[src/rtl/fetch_unit_if.sv]
// Instruction-memory request/valid bus between the fetch unit and instruction memory.
interface fetch_unit_if #(
  parameter int AW = 16,
  parameter int DW = 32
);
  logic          imem_req;
  logic [AW-1:0] imem_addr;
  logic [DW-1:0] imem_rdata;
  logic          imem_valid;

  modport master (output imem_req, imem_addr, input imem_rdata, imem_valid);
  modport slave  (input imem_req, imem_addr, output imem_rdata, imem_valid);
endinterface

[src/rtl/fetch_unit.sv]
// SISC front end: PC/IR registers, instruction fetch over a req/valid bus,
// branch target load and IR field decode for the control unit.
module fetch_unit #(
  parameter int AW      = 16,
  parameter int DW      = 32,
  parameter int TIMEOUT = 15
) (
  input  logic             clk,
  input  logic             rst,
  input  logic             ir_load,
  input  logic             pc_write,
  input  logic             pc_sel,
  input  logic             br_sel,
  fetch_unit_if.master     imem,
  output logic [AW-1:0]    pc,
  output logic [DW-1:0]    ir,
  output logic [3:0]       opcode,
  output logic [3:0]       mm,
  output logic [15:0]      imm,
  output logic             fetch_busy,
  output logic             ir_valid,
  output logic             bus_err
);

  typedef enum logic [1:0] {IDLE, REQ, DONE} state_t;

  state_t        state, state_d;
  logic [AW-1:0] pc_d, addr_q, addr_d, imm_ext, target;
  logic [DW-1:0] ir_d;
  logic [7:0]    cnt, cnt_d;
  logic          req_q, req_d, busy_d, irv_d, err_d, branch;

  assign imem.imem_req  = req_q;
  assign imem.imem_addr = addr_q;

  assign opcode = ir[31:28];
  assign mm     = ir[27:24];
  assign imm    = ir[15:0];

  assign imm_ext = AW'($signed(imm));
  assign target  = br_sel ? imm_ext : pc + imm_ext;
  assign branch  = pc_write && pc_sel;

  always_ff @(posedge clk or posedge rst) begin
    if (rst) state <= IDLE;
    else     state <= state_d;
  end

  always_comb begin
    state_d = state;
    pc_d    = pc;
    ir_d    = ir;
    req_d   = req_q;
    addr_d  = addr_q;
    busy_d  = fetch_busy;
    irv_d   = 1'b0;
    err_d   = bus_err;
    cnt_d   = cnt;
    case (state)
      IDLE: begin
        // A branch load in the same cycle as ir_load wins; no fetch starts.
        if (branch) begin
          pc_d = target;
        end else if (ir_load) begin
          state_d = REQ;
          req_d   = 1'b1;
          addr_d  = pc;
          busy_d  = 1'b1;
          cnt_d   = '0;
        end
      end
      REQ: begin
        if (branch) err_d = 1'b1;
        // Valid is tested before the timeout so a reply on the last cycle succeeds.
        if (imem.imem_valid) begin
          ir_d    = imem.imem_rdata;
          pc_d    = pc + AW'(1);
          req_d   = 1'b0;
          busy_d  = 1'b0;
          irv_d   = 1'b1;
          state_d = DONE;
        end else begin
          cnt_d = cnt + 8'd1;
          if (cnt_d == 8'(TIMEOUT)) begin
            req_d   = 1'b0;
            busy_d  = 1'b0;
            err_d   = 1'b1;
            state_d = IDLE;
          end
        end
      end
      DONE: begin
        state_d = IDLE;
        if (branch) pc_d = target;
      end
      default: state_d = IDLE;
    endcase
  end

  always_ff @(posedge clk or posedge rst) begin
    if (rst) begin
      pc         <= '0;
      ir         <= '0;
      req_q      <= 1'b0;
      addr_q     <= '0;
      fetch_busy <= 1'b0;
      ir_valid   <= 1'b0;
      bus_err    <= 1'b0;
      cnt        <= '0;
    end else begin
      pc         <= pc_d;
      ir         <= ir_d;
      req_q      <= req_d;
      addr_q     <= addr_d;
      fetch_busy <= busy_d;
      ir_valid   <= irv_d;
      bus_err    <= err_d;
      cnt        <= cnt_d;
    end
  end

endmodule

[src/flat_wrapper.sv]
// flat-port wrapper written by rule: the top's interface ports become plain ports
module fetch_unit_flat 
#(
  parameter int AW      = 16,
  parameter int DW      = 32,
  parameter int TIMEOUT = 15
)
  (clk, rst, ir_load, pc_write, pc_sel, br_sel, pc, ir, opcode, mm, imm, fetch_busy, ir_valid, bus_err, imem_imem_req, imem_imem_addr, imem_imem_rdata, imem_imem_valid);
  fetch_unit_if #(.AW(AW), .DW(DW)) imem_i ();
  input  logic clk;
  input  logic rst;
  input  logic ir_load;
  input  logic pc_write;
  input  logic pc_sel;
  input  logic br_sel;
  output logic [AW-1:0] pc;
  output logic [DW-1:0] ir;
  output logic [3:0] opcode;
  output logic [3:0] mm;
  output logic [15:0] imm;
  output logic fetch_busy;
  output logic ir_valid;
  output logic bus_err;
  output wire logic [$bits(imem_i.imem_req)-1:0] imem_imem_req;
  output wire logic [$bits(imem_i.imem_addr)-1:0] imem_imem_addr;
  input wire logic [$bits(imem_i.imem_rdata)-1:0] imem_imem_rdata;
  input wire logic [$bits(imem_i.imem_valid)-1:0] imem_imem_valid;
  assign imem_imem_req = imem_i.imem_req;
  assign imem_imem_addr = imem_i.imem_addr;
  assign imem_i.imem_rdata = imem_imem_rdata;
  assign imem_i.imem_valid = imem_imem_valid;
  fetch_unit #(.AW(AW), .DW(DW), .TIMEOUT(TIMEOUT)) u_core (.clk(clk), .rst(rst), .ir_load(ir_load), .pc_write(pc_write), .pc_sel(pc_sel), .br_sel(br_sel), .imem(imem_i), .pc(pc), .ir(ir), .opcode(opcode), .mm(mm), .imm(imm), .fetch_busy(fetch_busy), .ir_valid(ir_valid), .bus_err(bus_err));
endmodule
[config.mk]
export PLATFORM = sky130hd
export DESIGN_NAME = fetch_unit_flat
export DESIGN_NICKNAME = d
export VERILOG_FILES = /design/src/rtl/fetch_unit_if.sv /design/src/rtl/fetch_unit.sv /design/src/flat_wrapper.sv
export SDC_FILE = /design/constraint.sdc
export NUM_CORES = 1
export LEC_CHECK = 0
export ABC_AREA = 1
export BUFFER_PORTS_ARGS = -buffer_cell sky130_fd_sc_hd__clkbuf_2
export CAP_MARGIN = 30
export CELL_PAD_IN_SITES_DETAIL_PLACEMENT = 2
export CELL_PAD_IN_SITES_GLOBAL_PLACEMENT = 2
export CORE_MARGIN = 4
export CORE_UTILIZATION = 31
export DETAILED_ROUTE_END_ITERATION = 12
export HOLD_SLACK_MARGIN = 0.08
export PLACE_DENSITY_LB_ADDON = 0.1
export SLEW_MARGIN = 15
export SYNTH_ARGS = -nofsm -noshare
export SYNTH_HDL_FRONTEND = slang
export SYNTH_SLANG_ARGS = --single-unit
export TNS_END_PERCENT = 30
[constraint.sdc]
create_clock -name clk -period 6 [get_ports clk]
set_input_delay 0.6 -clock clk [delete_from_list [all_inputs] [get_ports clk]]
set_output_delay 0.6 -clock clk [all_outputs]
set_load 0.02 [all_outputs]
==> metrics.txt, run 1 <==
# TYPE chip_impl_metric gauge
chip_impl_metric{name="report.final.slew_viol_count",unit=""} 0
chip_impl_metric{name="flow.area_growth_from_synthesis",unit="%"} 19.8
chip_impl_metric{name="dpl.hpwl",unit="um"} 12900
chip_impl_info{name="synth_area_leaders",value="dfrtp_1 (40%), nand2_1 (21%), inv_1 (5.4%)"} 1
chip_impl_info{name="status",value="completed"} 1
chip_impl_metric{name="num_rows",unit=""} 45
chip_impl_metric{name="nNetsFinal",unit=""} 847
chip_impl_metric{name="final_cell_count_no_fill",unit=""} 982
chip_impl_metric{name="slew_headroom",unit=""} 0.423
chip_impl_metric{name="nFillCells",unit=""} 1892
chip_impl_metric{name="utilization",unit=""} 0.377
chip_impl_metric{name="edff_count_synth",unit=""} 0
chip_impl_metric{name="path_clk_slew",unit="ps"} 60
chip_impl_metric{name="combPwrFrac",unit=""} 0.552
chip_impl_metric{name="synth_sequential_area_ratio",unit=""} 0.404
chip_impl_metric{name="die_w",unit="um"} 132
chip_impl_metric{name="gp_congestion",unit=""} 0.810
chip_impl_metric{name="average_cell_area_after_synthesis",unit="um^2"} 6.95
chip_impl_metric{name="max_clock_freq",unit="GHz"} 0.291
chip_impl_metric{name="regArea",unit="um^2"} 1930
chip_impl_metric{name="post_synth_num_cell_types",unit=""} 29
chip_impl_metric{name="clock_sinks",unit=""} 77
chip_impl_info{name="synth_flop_cell",value="dfrtp_1"} 1
chip_impl_metric{name="die_h",unit="um"} 132
chip_impl_metric{name="top_level_ports",unit=""} 131
chip_impl_metric{name="power.switching",unit="uW"} 1800
chip_impl_metric{name="final-setup-viol-count",unit=""} 0
chip_impl_metric{name="clock_skew",unit="ps"} 5.94
chip_impl_metric{name="cp_data_required_time",unit="ps"} 6230
chip_impl_info{name="synth_top_area_cell",value="dfrtp_1"} 1
chip_impl_metric{name="final_antenna_net_count",unit=""} 0
chip_impl_metric{name="globalRouteOverflowTotal",unit=""} 0
chip_impl_metric{name="dr.first_iter.drc_count",unit=""} 165
chip_impl_metric{name="clock_latency",unit="ps"} 340
chip_impl_info{name="start_kind",value="register"} 1
chip_impl_metric{name="cts_buffers",unit=""} 9
chip_impl_metric{name="via_count",unit=""} 4774
chip_impl_metric{name="initial_antenna_violation_count",unit=""} 0
chip_impl_info{name="timing.hold.worst.class",value="input port to async pin"} 1
chip_impl_metric{name="post_cts.resized_instances",unit=""} 0
chip_impl_metric{name="ys.warnings.count",unit=""} 0
chip_impl_metric{name="ys_async_sr_fraction",unit=""} 1.00
chip_impl_metric{name="share_clk_of_total_power",unit=""} 0.147
chip_impl_info{name="tritoncts",value="yes"} 1
chip_impl_metric{name="grt_pass1_vias",unit=""} 5243
chip_impl_metric{name="post_synth_instance_area",unit="um^2"} 4770
chip_impl_metric{name="reg2reg_setup_slack",unit="ps"} 2570
chip_impl_metric{name="initial_utilization",unit=""} 0.315
chip_impl_metric{name="hold_buffers",unit=""} 0
chip_impl_metric{name="grt_max_degree",unit=""} 45
chip_impl_metric{name="internal_power",unit="uW"} 1640
chip_impl_metric{name="die_area",unit="um^2"} 17400
chip_impl_metric{name="viasPerCell",unit=""} 4.86
chip_impl_metric{name="routed_wl",unit="um"} 16200
chip_impl_metric{name="tightestPinTransition",unit="ps"} 866
chip_impl_metric{name="grt_first_pass_wirelength",unit="um"} 27200
chip_impl_metric{name="synthDominantCellAreaShare",unit=""} 0.404
chip_impl_metric{name="gr-usage-all-layers",unit=""} 0.191
chip_impl_metric{name="timing_hold_violations_final",unit=""} 0
chip_impl_metric{name="ir_worst_vdd",unit="uV"} 172
chip_impl_metric{name="first_pass_detailed_route_iteration_total",unit=""} 4
chip_impl_info{name="root_buffer",value="clkbuf_16"} 1
chip_impl_metric{name="final_layout_size_suffix_gt1_frac",unit=""} 0.205
chip_impl_metric{name="coreArea",unit="um^2"} 15100
chip_impl_metric{name="port_buffers",unit=""} 130
chip_impl_info{name="crit_end_category",value="register"} 1
chip_impl_metric{name="ys_seq_elements",unit=""} 77
chip_impl_metric{name="route.detailed.wl_per_inst",unit="um"} 16.5
chip_impl_metric{name="clock_tree.buffer_depth",unit=""} 2
chip_impl_info{name="synth_common_cells",value="nand2_1 (266), dfrtp_1 (77), inv_1 (69)"} 1
chip_impl_metric{name="dp.cells",unit=""} 966
chip_impl_metric{name="cp_max_fo",unit=""} 34
chip_impl_metric{name="share_seq_of_total_power",unit=""} 0.300
chip_impl_info{name="yosys.cell_count.top_type",value="nand2_1"} 1
chip_impl_metric{name="synthesis.instances",unit=""} 687
chip_impl_metric{name="switching_share",unit=""} 0.522
chip_impl_metric{name="place_worst_setup_slack",unit="ps"} 2530
chip_impl_metric{name="h-tree-depth",unit=""} 3
chip_impl_metric{name="period_minus_slack",unit="ps"} 3430
chip_impl_info{name="grt_setup_unrepaired",value="false"} 1
chip_impl_metric{name="pwr_density_cell",unit="nW/um^2"} 601
chip_impl_info{name="critPathKind",value="register to register"} 1
chip_impl_metric{name="timing.final.crit_share",unit=""} 0.572
chip_impl_metric{name="finalSetupTns",unit="ps"} 0
chip_impl_metric{name="post-route-worst-setup-slack",unit="ps"} 2570
chip_impl_metric{name="arrival",unit="ps"} 3660
chip_impl_metric{name="insertedDiodeCount",unit=""} 0
chip_impl_metric{name="route.detailed.drc",unit=""} 0
chip_impl_metric{name="power.static_leakage",unit="uW"} 0.00322
chip_impl_metric{name="multi_input_comb_area",unit="um^2"} 2310
chip_impl_metric{name="max_cap_viol_count",unit=""} 0
chip_impl_metric{name="postSynthNetCount",unit=""} 745
chip_impl_metric{name="post-cts-setup-buffers",unit=""} 0
==> path summary, 6_finish.rpt <==
| kind | end | from | cells after the start |
|---|---|---|---|
| worst max-delay path | u_core.pc[14] | u_core.state[0] | 10 |
| worst min-delay path | u_core.ir[26] | rst | 3 |
| worst max register to register | u_core.pc[14] | u_core.state[0] | 10 |
| worst min register to register | u_core.imem.imem_addr[11] | u_core.imem.imem_addr[11] | 2 |
| max in group asynchronous | u_core.imem.imem_addr[15] | rst | 4 |
| min in group clk | u_core.ir[7] | imem_imem_rdata[7] | 3 |
==> flip-flops by register name (all words and copies together), names as in the netlist <==
| register | flops |
|---|---|
| u_core.state | 2 |
| u_core.cnt | 8 |
| u_core.imem.imem_addr | 16 |
| u_core.bus_err | 1 |
| u_core.imem.imem_req | 1 |
| u_core.ir_valid | 1 |
| u_core.pc | 16 |
| u_core.ir | 32 |
==> routing by layer <==
layer / global-route usage / vias to the layer above / share of wire
li1: - / 2330 / -
met1: 0.245 / 2351 / 0.47
met2: 0.336 / 82 / 0.49
met3: 0.0324 / 11 / 0.030
met4: 0.0473 / 0 / 0.010
met5: 0 / - / 0
==> critical path, stage by stage (launching register included) <==
cell and delay, ps:
dfrtp_1 900, inv_2 280, nor2_2 240, inv_2 100, nor2_4 80, buf_4 320
inv_2 340, o21ai_2 450, inv_2 260, a21oi_1 200, a21oi_1 100
==> layout make-up <==
| cell class | count | area share |
|---|---|---|
| Inverter | 74 | 0.0488 |
| Timing Repair Buffer | 134 | 0.123 |
| Clock inverter | 5 | 0.00635 |
| Clock buffer | 11 | 0.0407 |
| Sequential cell | 77 | 0.337 |
| Tap cell | 188 | 0.0411 |
| Multi-Input combinational cell | 493 | 0.403 |
==> cell usage in the layout (no fill, tap or decap), types with 6 or more instances in the layout <==
cell type | netlist | final
nor2_1 | 61 | 61
inv_1 | 69 | 68
ha_1 | 18 | 18
nand3_1 | 45 | 45
xor2_1 | 6 | 6
dfrtp_1 | 77 | 77
nand2_1 | 266 | 266
clkbuf_16 | 0 | 9
o21ai_0 | 36 | 36
a21oi_1 | 26 | 26
clkbuf_2 | 0 | 130
==> cells by family after synthesis <==
group	share of synthesized area
AO/OA/AOI/OAI	0.0776
XOR/XNOR	0.0165
adder cells (fa/ha/maj)	0.0514
buffers and inverters	0.113
flip-flops	0.404
multiplexers	0.00708
AND/OR/NAND/NOR	0.331
==> per-stage QoR <==
stage	instance area, um^2	hold WS, ps	power, uW
4_1_cts	5720	360	3510
5_1_grt	5720	389	3790
6_report	5720	355	3440
2_1_floorplan	4770	523	2350
3_5_place_dp	5450	475	2980
3_3_place_gp	5420	461	2880
==> power by group through the flow <==
| stage | logic [uW] | registers (uW) | clock network [uW] |
|---|---|---|---|
| 6_report | 1900 | 1030 | 507 |
| 3_5_place_dp | 1930 | 1050 | 0 |
| 4_1_cts | 1940 | 1050 | 529 |
| 5_1_grt | 2160 | 1080 | 544 |
| 3_3_place_gp | 1850 | 1030 | 0 |
| 2_1_floorplan | 1170 | 1180 | 0 |
Note: power is estimated with default switching activity, not from simulation.
==> run 2: changes to the inputs <==
--- a/config.mk
+++ b/config.mk
@@ -11,7 +11,7 @@
 export CELL_PAD_IN_SITES_DETAIL_PLACEMENT = 2
 export CELL_PAD_IN_SITES_GLOBAL_PLACEMENT = 2
 export CORE_MARGIN = 4
-export CORE_UTILIZATION = 31
+export CORE_UTILIZATION = 26
 export DETAILED_ROUTE_END_ITERATION = 12
 export HOLD_SLACK_MARGIN = 0.08
 export PLACE_DENSITY_LB_ADDON = 0.1
==> constraint.sdc (replaced) <==
create_clock -name clk -period 3 [get_ports clk]
set_input_delay 0.3 -clock clk [delete_from_list [all_inputs] [get_ports clk]]
set_output_delay 0.3 -clock clk [all_outputs]
set_load 0.02 [all_outputs]
==> run 2 against run 1 <==
  * Fmax up 58%
  * Setup slack worse by 1700 ps
  * Power up 110%
  * First-iteration DRC count up 4.2%
  * Via count up 1.1%
  * Non-clock buffer count up 5
  * Clock skew up 1.5 ps
  * Cell count up 4.7%
  * Sequential power up 93%
  * Combinational power up 110%
  * Sequential share of layout area down 0.69 points
  * Highest routed layer unchanged
==> metrics.txt, run 2 (synthesized netlist as in run 1, its figures left out) <==
# TYPE chip_impl_metric gauge
chip_impl_info{name="status",value="completed"} 1
chip_impl_metric{name="timing_hold_violations_final",unit=""} 0
chip_impl_metric{name="timing.final.crit_share",unit=""} 0.722
chip_impl_metric{name="placed_area",unit="um^2"} 5500
chip_impl_metric{name="grt_first_pass_wirelength",unit="um"} 28100
chip_impl_metric{name="cp_data_required_time",unit="ps"} 3230
chip_impl_info{name="start_kind",value="register"} 1
chip_impl_info{name="tritoncts",value="yes"} 1
chip_impl_info{name="layout.cells.most_common_list",value="nand2_1 (266), clkbuf_2 (130), dfrtp_1 (77)"} 1
chip_impl_metric{name="die_area",unit="um^2"} 20600
chip_impl_info{name="root_buffer",value="clkbuf_16"} 1
chip_impl_info{name="worstReg2RegStart",value="u_core.state[0]"} 1
chip_impl_metric{name="cp_max_fo",unit=""} 24
chip_impl_metric{name="final_antenna_net_count",unit=""} 0
chip_impl_metric{name="num_rows",unit=""} 49
chip_impl_metric{name="power.static_leakage",unit="uW"} 0.00326
chip_impl_metric{name="final_cell_count_no_fill",unit=""} 1028
chip_impl_info{name="path_cells",value="buf_4 > inv_2 > nor2_2 > inv_2 > nor2_4 > inv_2 > o21ai_2 > buf_6 > inv_2 > a21oi_1 > a21oi_1"} 1
chip_impl_metric{name="crit_path_max_incr_delay",unit="ps"} 350
chip_impl_metric{name="nFillCells",unit=""} 2197
chip_impl_metric{name="grt_max_degree",unit=""} 41
chip_impl_info{name="critPathKind",value="register to register"} 1
chip_impl_metric{name="initial_antenna_violation_count",unit=""} 0
chip_impl_metric{name="post_cts.resized_instances",unit=""} 0
chip_impl_metric{name="die_w",unit="um"} 143
chip_impl_metric{name="post-cts-setup-buffers",unit=""} 0
chip_impl_metric{name="top_level_ports",unit=""} 131
chip_impl_metric{name="final_layout_size_suffix_gt1_frac",unit=""} 0.210
chip_impl_metric{name="max_cap_viol_count",unit=""} 0
chip_impl_metric{name="utilization",unit=""} 0.324
chip_impl_metric{name="report.final.slew_viol_count",unit=""} 0
chip_impl_info{name="crit_family",value="buffers and inverters"} 1
chip_impl_metric{name="dp.cells",unit=""} 1010
chip_impl_metric{name="coreArea",unit="um^2"} 18000
chip_impl_metric{name="hold-path-cell-count",unit=""} 3
chip_impl_metric{name="via_count",unit=""} 4825
chip_impl_metric{name="viasPerCell",unit=""} 4.69
chip_impl_metric{name="period_minus_slack",unit="ps"} 2170
chip_impl_metric{name="cts_buffers",unit=""} 9
chip_impl_metric{name="arrival",unit="ps"} 2400
chip_impl_metric{name="globalRouteOverflowTotal",unit=""} 0
chip_impl_info{name="timing.critical_path.mode_cell",value="inv_2"} 1
chip_impl_info{name="mostFrequentLayoutCell",value="nand2_1"} 1
chip_impl_metric{name="largest_register_ffs",unit=""} 32
chip_impl_metric{name="port_buffers",unit=""} 130
chip_impl_metric{name="dr.first_iter.drc_count",unit=""} 172
chip_impl_metric{name="insertedDiodeCount",unit=""} 0
chip_impl_metric{name="gp_congestion",unit=""} 0.776
chip_impl_metric{name="final-setup-viol-count",unit=""} 0
chip_impl_metric{name="flow.area_growth_from_synthesis",unit="%"} 22.3
chip_impl_metric{name="clock_sinks",unit=""} 77
chip_impl_metric{name="initial_utilization",unit=""} 0.265
chip_impl_info{name="worst_hold_startpoint",value="imem_imem_rdata[6]"} 1
chip_impl_info{name="timing.hold.worst.class",value="input port to register"} 1
chip_impl_metric{name="power.total",unit="uW"} 7070
chip_impl_metric{name="clock_latency",unit="ps"} 340
chip_impl_metric{name="path_clk_slew",unit="ps"} 60
chip_impl_metric{name="dpl.hpwl",unit="um"} 13400
chip_impl_metric{name="ir_worst_vdd",unit="uV"} 416
chip_impl_metric{name="slew_headroom",unit=""} 0.507
chip_impl_metric{name="h-tree-depth",unit=""} 3
chip_impl_metric{name="die_h",unit="um"} 143
chip_impl_metric{name="clock_skew",unit="ps"} 7.43
chip_impl_info{name="r2r_end",value="u_core.pc[12]"} 1
chip_impl_info{name="crit_end_category",value="register"} 1
chip_impl_info{name="reg_with_most_ffs",value="u_core.ir"} 1
chip_impl_metric{name="routed_wl",unit="um"} 17100
chip_impl_metric{name="buf_inv_stages_crit_path",unit=""} 6
chip_impl_metric{name="first_pass_detailed_route_iteration_total",unit=""} 4
chip_impl_metric{name="route.detailed.drc",unit=""} 0
chip_impl_metric{name="worst_case_reg_to_reg_path_depth",unit=""} 11
chip_impl_metric{name="pwr_density_cell",unit="nW/um^2"} 1210
chip_impl_metric{name="layout.cell_area.non_filler",unit="um^2"} 5840
chip_impl_metric{name="tightestPinTransition",unit="ps"} 739
chip_impl_metric{name="route.detailed.wl_per_inst",unit="um"} 16.6
chip_impl_metric{name="reg2reg_setup_slack",unit="ps"} 830
chip_impl_metric{name="clock_tree.buffer_depth",unit=""} 2
chip_impl_metric{name="gr-usage-all-layers",unit=""} 0.172
chip_impl_info{name="critical-path-slowest-cell",value="dfrtp_1"} 1
chip_impl_info{name="min_delay_worst_endpoint",value="u_core.ir[6]"} 1
chip_impl_metric{name="grt_pass1_vias",unit=""} 5361
chip_impl_info{name="grt_setup_unrepaired",value="false"} 1
chip_impl_metric{name="nNetsFinal",unit=""} 852
chip_impl_metric{name="finalSetupTns",unit="ps"} 0
chip_impl_metric{name="max_clock_freq",unit="GHz"} 0.461
run 2: worst max-delay path by stage:
stage / from / endpoint / cells after the start
3_3_place_gp: u_core.state[0] / u_core.pc[15] / 10
3_5_place_dp: u_core.state[0] / u_core.pc[12] / 10
4_1_cts: u_core.state[0] / u_core.pc[12] / 10
2_1_floorplan: rst / u_core.bus_err / 1
6_report: u_core.state[0] / u_core.pc[12] / 11
5_1_grt: u_core.state[0] / u_core.pc[12] / 11
run 2: stage by stage:
| step | setup slack [ps] | hold WS [ps] |
|---|---|---|
| 6_report | 833 | 158 |
| 5_1_grt | 581 | 164 |
| 3_3_place_gp | 755 | 421 |
| 4_1_cts | 604 | 147 |
| 3_5_place_dp | 609 | 432 |
| 2_1_floorplan | 733 | 417 |
run 2: area by class of cell:
cell class	instances	area, um^2	area share
Clock buffer	13	270	0.0463
Sequential cell	77	1930	0.330
Inverter	74	279	0.0478
Multi-Input combinational cell	493	2310	0.395
Tap cell	229	287	0.0491
Timing Repair Buffer	139	724	0.124
Clock inverter	3	42.5	0.00729
run 2: report_power, final:
part           switching [uW]  leakage (uW)  internal (uW)
logic                    2620       0.00216           1280
registers                 535      0.000951           1460
clock network             458      0.000152            713
total                    3620       0.00326           3450
run 2: per-layer routing:
| metal | track usage | part of all wire | vias up |
|---|---|---|---|
| met4 | 0.0416 | 0.011 | 0 |
| met3 | 0.0213 | 0.031 | 12 |
| met5 | 0 | 0 | - |
| met2 | 0.306 | 0.50 | 76 |
| li1 | - | - | 2337 |
| met1 | 0.221 | 0.46 | 2400 |
run 2: timing repair:
item	4_1_cts	5_1_grt
hold buffers	1	0
endpoints found under the setup margin	0	0
endpoints found under the hold margin	38	0
run 2: tightest hold or removal path: stages:
cell      delay, ps
clkbuf_2         70
nand2_1          40
nand2_1          50
==> run 3: changes to the inputs <==
--- a/config.mk
+++ b/config.mk
@@ -11,7 +11,7 @@
 export CELL_PAD_IN_SITES_DETAIL_PLACEMENT = 2
 export CELL_PAD_IN_SITES_GLOBAL_PLACEMENT = 2
 export CORE_MARGIN = 4
-export CORE_UTILIZATION = 26
+export CORE_UTILIZATION = 28
 export DETAILED_ROUTE_END_ITERATION = 12
 export HOLD_SLACK_MARGIN = 0.08
 export PLACE_DENSITY_LB_ADDON = 0.1
==> constraint.sdc (replaced) <==
create_clock -name clk -period 2.15 [get_ports clk]
set_input_delay 0.215 -clock clk [delete_from_list [all_inputs] [get_ports clk]]
set_output_delay 0.215 -clock clk [all_outputs]
set_load 0.02 [all_outputs]
==> run 3 against run 2 <==
  * Sequential share of layout area decreased by 1.8 points
  * Cell count increased by 2.7%
  * Via count increased by 1.6%
  * Clock skew about the same
  * Global-route usage increased by 0.77 points
  * Highest routed layer unchanged
==> metrics.txt, run 3 (synthesized netlist as in run 1, its figures left out) <==
# TYPE chip_impl_metric gauge
chip_impl_metric{name="globalRouteOverflowTotal",unit=""} 0
chip_impl_info{name="worstReg2RegStart",value="u_core.ir[2]"} 1
chip_impl_metric{name="power.switching",unit="uW"} 5170
chip_impl_metric{name="insertedDiodeCount",unit=""} 0
chip_impl_metric{name="tightestPinTransition",unit="ps"} 724
chip_impl_metric{name="met2RoutedLength",unit="um"} 8100
chip_impl_metric{name="die_h",unit="um"} 139
chip_impl_info{name="layout.cells.most_common_list",value="nand2_1 (264), clkbuf_2 (130), dfrtp_1 (74)"} 1
chip_impl_metric{name="max_clock_freq",unit="GHz"} 0.508
chip_impl_metric{name="timing_hold_violations_final",unit=""} 0
chip_impl_metric{name="clock_latency",unit="ps"} 340
chip_impl_info{name="path_cells",value="ha_1 > or2_2 > nand3b_1 > nand2_1 > nand2_1 > nand3_1 > o211ai_1 > nand2_1 > nand2_1 > nand2_1"} 1
chip_impl_info{name="critical-path-slowest-cell",value="dfrtp_1"} 1
chip_impl_metric{name="coreArea",unit="um^2"} 16600
chip_impl_metric{name="cts_buffers",unit=""} 9
chip_impl_metric{name="top_level_ports",unit=""} 131
chip_impl_info{name="timing.critical_path.mode_cell",value="nand2_1"} 1
chip_impl_metric{name="final_antenna_net_count",unit=""} 0
chip_impl_info{name="status",value="completed"} 1
chip_impl_info{name="worst_hold_startpoint",value="imem_imem_rdata[14]"} 1
chip_impl_metric{name="clock_sinks",unit=""} 77
chip_impl_metric{name="dpl.hpwl",unit="um"} 13100
chip_impl_metric{name="route.detailed.wl_per_inst",unit="um"} 16.0
chip_impl_metric{name="path_clk_slew",unit="ps"} 70
chip_impl_metric{name="final_layout_size_suffix_gt1_frac",unit=""} 0.234
chip_impl_metric{name="initial_antenna_violation_count",unit=""} 0
chip_impl_metric{name="timing.final.crit_share",unit=""} 0.915
chip_impl_metric{name="crit_path_max_incr_delay",unit="ps"} 430
chip_impl_metric{name="via_count",unit=""} 4903
chip_impl_info{name="mostFrequentLayoutCell",value="nand2_1"} 1
chip_impl_metric{name="die_area",unit="um^2"} 19200
chip_impl_metric{name="wl_met1",unit="um"} 8060
chip_impl_metric{name="flow.area_growth_from_synthesis",unit="%"} 29.5
chip_impl_info{name="reg_with_most_ffs",value="u_core.ir"} 1
chip_impl_info{name="start_kind",value="register"} 1
chip_impl_metric{name="port_buffers",unit=""} 130
chip_impl_metric{name="largest_register_ffs",unit=""} 32
chip_impl_metric{name="finalSetupTns",unit="ps"} 0
chip_impl_metric{name="cp_data_required_time",unit="ps"} 2380
chip_impl_metric{name="ir_worst_vdd",unit="uV"} 576
chip_impl_metric{name="regArea",unit="um^2"} 1930
chip_impl_metric{name="arrival",unit="ps"} 2200
chip_impl_info{name="crit_end_category",value="register"} 1
chip_impl_info{name="crit_start",value="u_core.ir[2]"} 1
chip_impl_metric{name="gr-usage-all-layers",unit=""} 0.179
chip_impl_metric{name="h-tree-depth",unit=""} 3
chip_impl_info{name="crit_family",value="simple AND/OR/NAND/NOR gates"} 1
chip_impl_metric{name="final-setup-viol-count",unit=""} 0
chip_impl_metric{name="combPwrFrac",unit=""} 0.584
chip_impl_metric{name="grt_max_degree",unit=""} 45
chip_impl_metric{name="clock_skew",unit="ps"} 7.25
chip_impl_info{name="timing.hold.worst.class",value="input port to register"} 1
chip_impl_metric{name="max_cap_viol_count",unit=""} 0
chip_impl_metric{name="power.total",unit="uW"} 10100
chip_impl_metric{name="report.final.slew_viol_count",unit=""} 0
chip_impl_metric{name="route.detailed.drc",unit=""} 0
chip_impl_info{name="grt_setup_unrepaired",value="false"} 1
chip_impl_metric{name="multi_input_comb_area",unit="um^2"} 2330
chip_impl_metric{name="initial_utilization",unit=""} 0.287
chip_impl_metric{name="first_pass_detailed_route_iteration_total",unit=""} 4
chip_impl_info{name="root_buffer",value="clkbuf_16"} 1
chip_impl_metric{name="switching_share",unit=""} 0.509
chip_impl_metric{name="power.static_leakage",unit="uW"} 0.00341
chip_impl_info{name="route.top_layer_used",value="met4"} 1
chip_impl_metric{name="share_seq_of_total_power",unit=""} 0.261
chip_impl_info{name="tritoncts",value="yes"} 1
chip_impl_metric{name="num_rows",unit=""} 47
chip_impl_metric{name="pwr_density_cell",unit="nW/um^2"} 1640
chip_impl_metric{name="dr_wl_met3",unit="um"} 637
chip_impl_metric{name="utilization",unit=""} 0.371
chip_impl_metric{name="nFillCells",unit=""} 2033
chip_impl_metric{name="grt_pass1_vias",unit=""} 5393
chip_impl_metric{name="nNetsFinal",unit=""} 889
chip_impl_metric{name="period_minus_slack",unit="ps"} 1970
chip_impl_metric{name="die_w",unit="um"} 139
chip_impl_info{name="critPathKind",value="register to register"} 1
chip_impl_metric{name="internal_power",unit="uW"} 4980
chip_impl_metric{name="buf_inv_stages_crit_path",unit=""} 0
chip_impl_metric{name="viasPerCell",unit=""} 4.64
chip_impl_metric{name="routed_wl",unit="um"} 16900
chip_impl_metric{name="cp_max_fo",unit=""} 5
chip_impl_metric{name="gp_congestion",unit=""} 0.803
chip_impl_metric{name="share_clk_of_total_power",unit=""} 0.155
chip_impl_metric{name="grt_first_pass_wirelength",unit="um"} 28200
chip_impl_metric{name="slew_headroom",unit=""} 0.517
chip_impl_metric{name="dr.first_iter.drc_count",unit=""} 190
chip_impl_metric{name="clock_tree.buffer_depth",unit=""} 2
-- run 3: stage by stage --
step | setup WS [ps] | instance area (um^2) | cells | hold WS [ps]
6_report | 182 | 6180 | 1056 | 83.8
5_1_grt | 12.5 | 6180 | 1056 | 82.6
4_1_cts | 38.2 | 6140 | 1055 | 81.5
3_5_place_dp | 68.5 | 5630 | 1018 | 243
3_3_place_gp | 123 | 5630 | 1018 | 235
2_1_floorplan | 203 | 4780 | 687 | 332
-- run 3: per-layer routing --
layer,track usage,up-vias
li1,-,2414
met1,0.240,2396
met2,0.303,84
met3,0.0366,9
met4,0.0343,0
met5,0,-
-- run 3: path summary, 6_finish.rpt --
path / to / slack (ps) / depth (start not counted)
setup / recovery: u_core.pc[5] / 180 / 10
hold / removal: u_core.ir[14] / 80 / 3
setup reg to reg: u_core.pc[5] / 180 / 10
hold reg to reg: u_core.ir[18] / 480 / 2
max in group asynchronous: u_core.pc[3] / 1140 / 4
min in group asynchronous: u_core.ir[1] / 430 / 3
-- run 3: cell type report --
| cell class | instances | share of cell area |
|---|---|---|
| repair buffers | 176 | 0.172 |
| well taps | 220 | 0.0445 |
| flip-flops and latches | 77 | 0.312 |
| clock buffers | 9 | 0.0364 |
| multi-input cells | 493 | 0.378 |
| inverters | 74 | 0.0455 |
| clock inverters | 7 | 0.0119 |
-- run 3: repair_timing --
action                                  4_1_cts  5_1_grt
setup buffers                                 0        1
hold buffers                                 21        0
endpoints found under the hold margin        36        0
gates resized for setup                       0       10
endpoints found under the setup margin        0        6
-- run 3: worst reg2reg max path, cell delays in order, from the launching register on --
cell and delay [ps]:
dfrtp_1 430, ha_1 340, or2_2 320, nand3b_1 120, nand2_1 120, nand2_1 100, nand3_1 100, o211ai_1 140
nand2_1 70, nand2_1 60, nand2_1 50
-- run 3: power groups by stage --
| stage | Sequential [uW] | Combinational [uW] | Clock, uW |
|---|---|---|---|
| CTS | 2650 | 5960 | 1620 |
| global route | 2760 | 6660 | 1690 |
| finish | 2650 | 5930 | 1570 |
| floorplan | 3290 | 3250 | 0 |
| global placement | 2620 | 5670 | 0 |
| detailed placement | 2670 | 5870 | 0 |
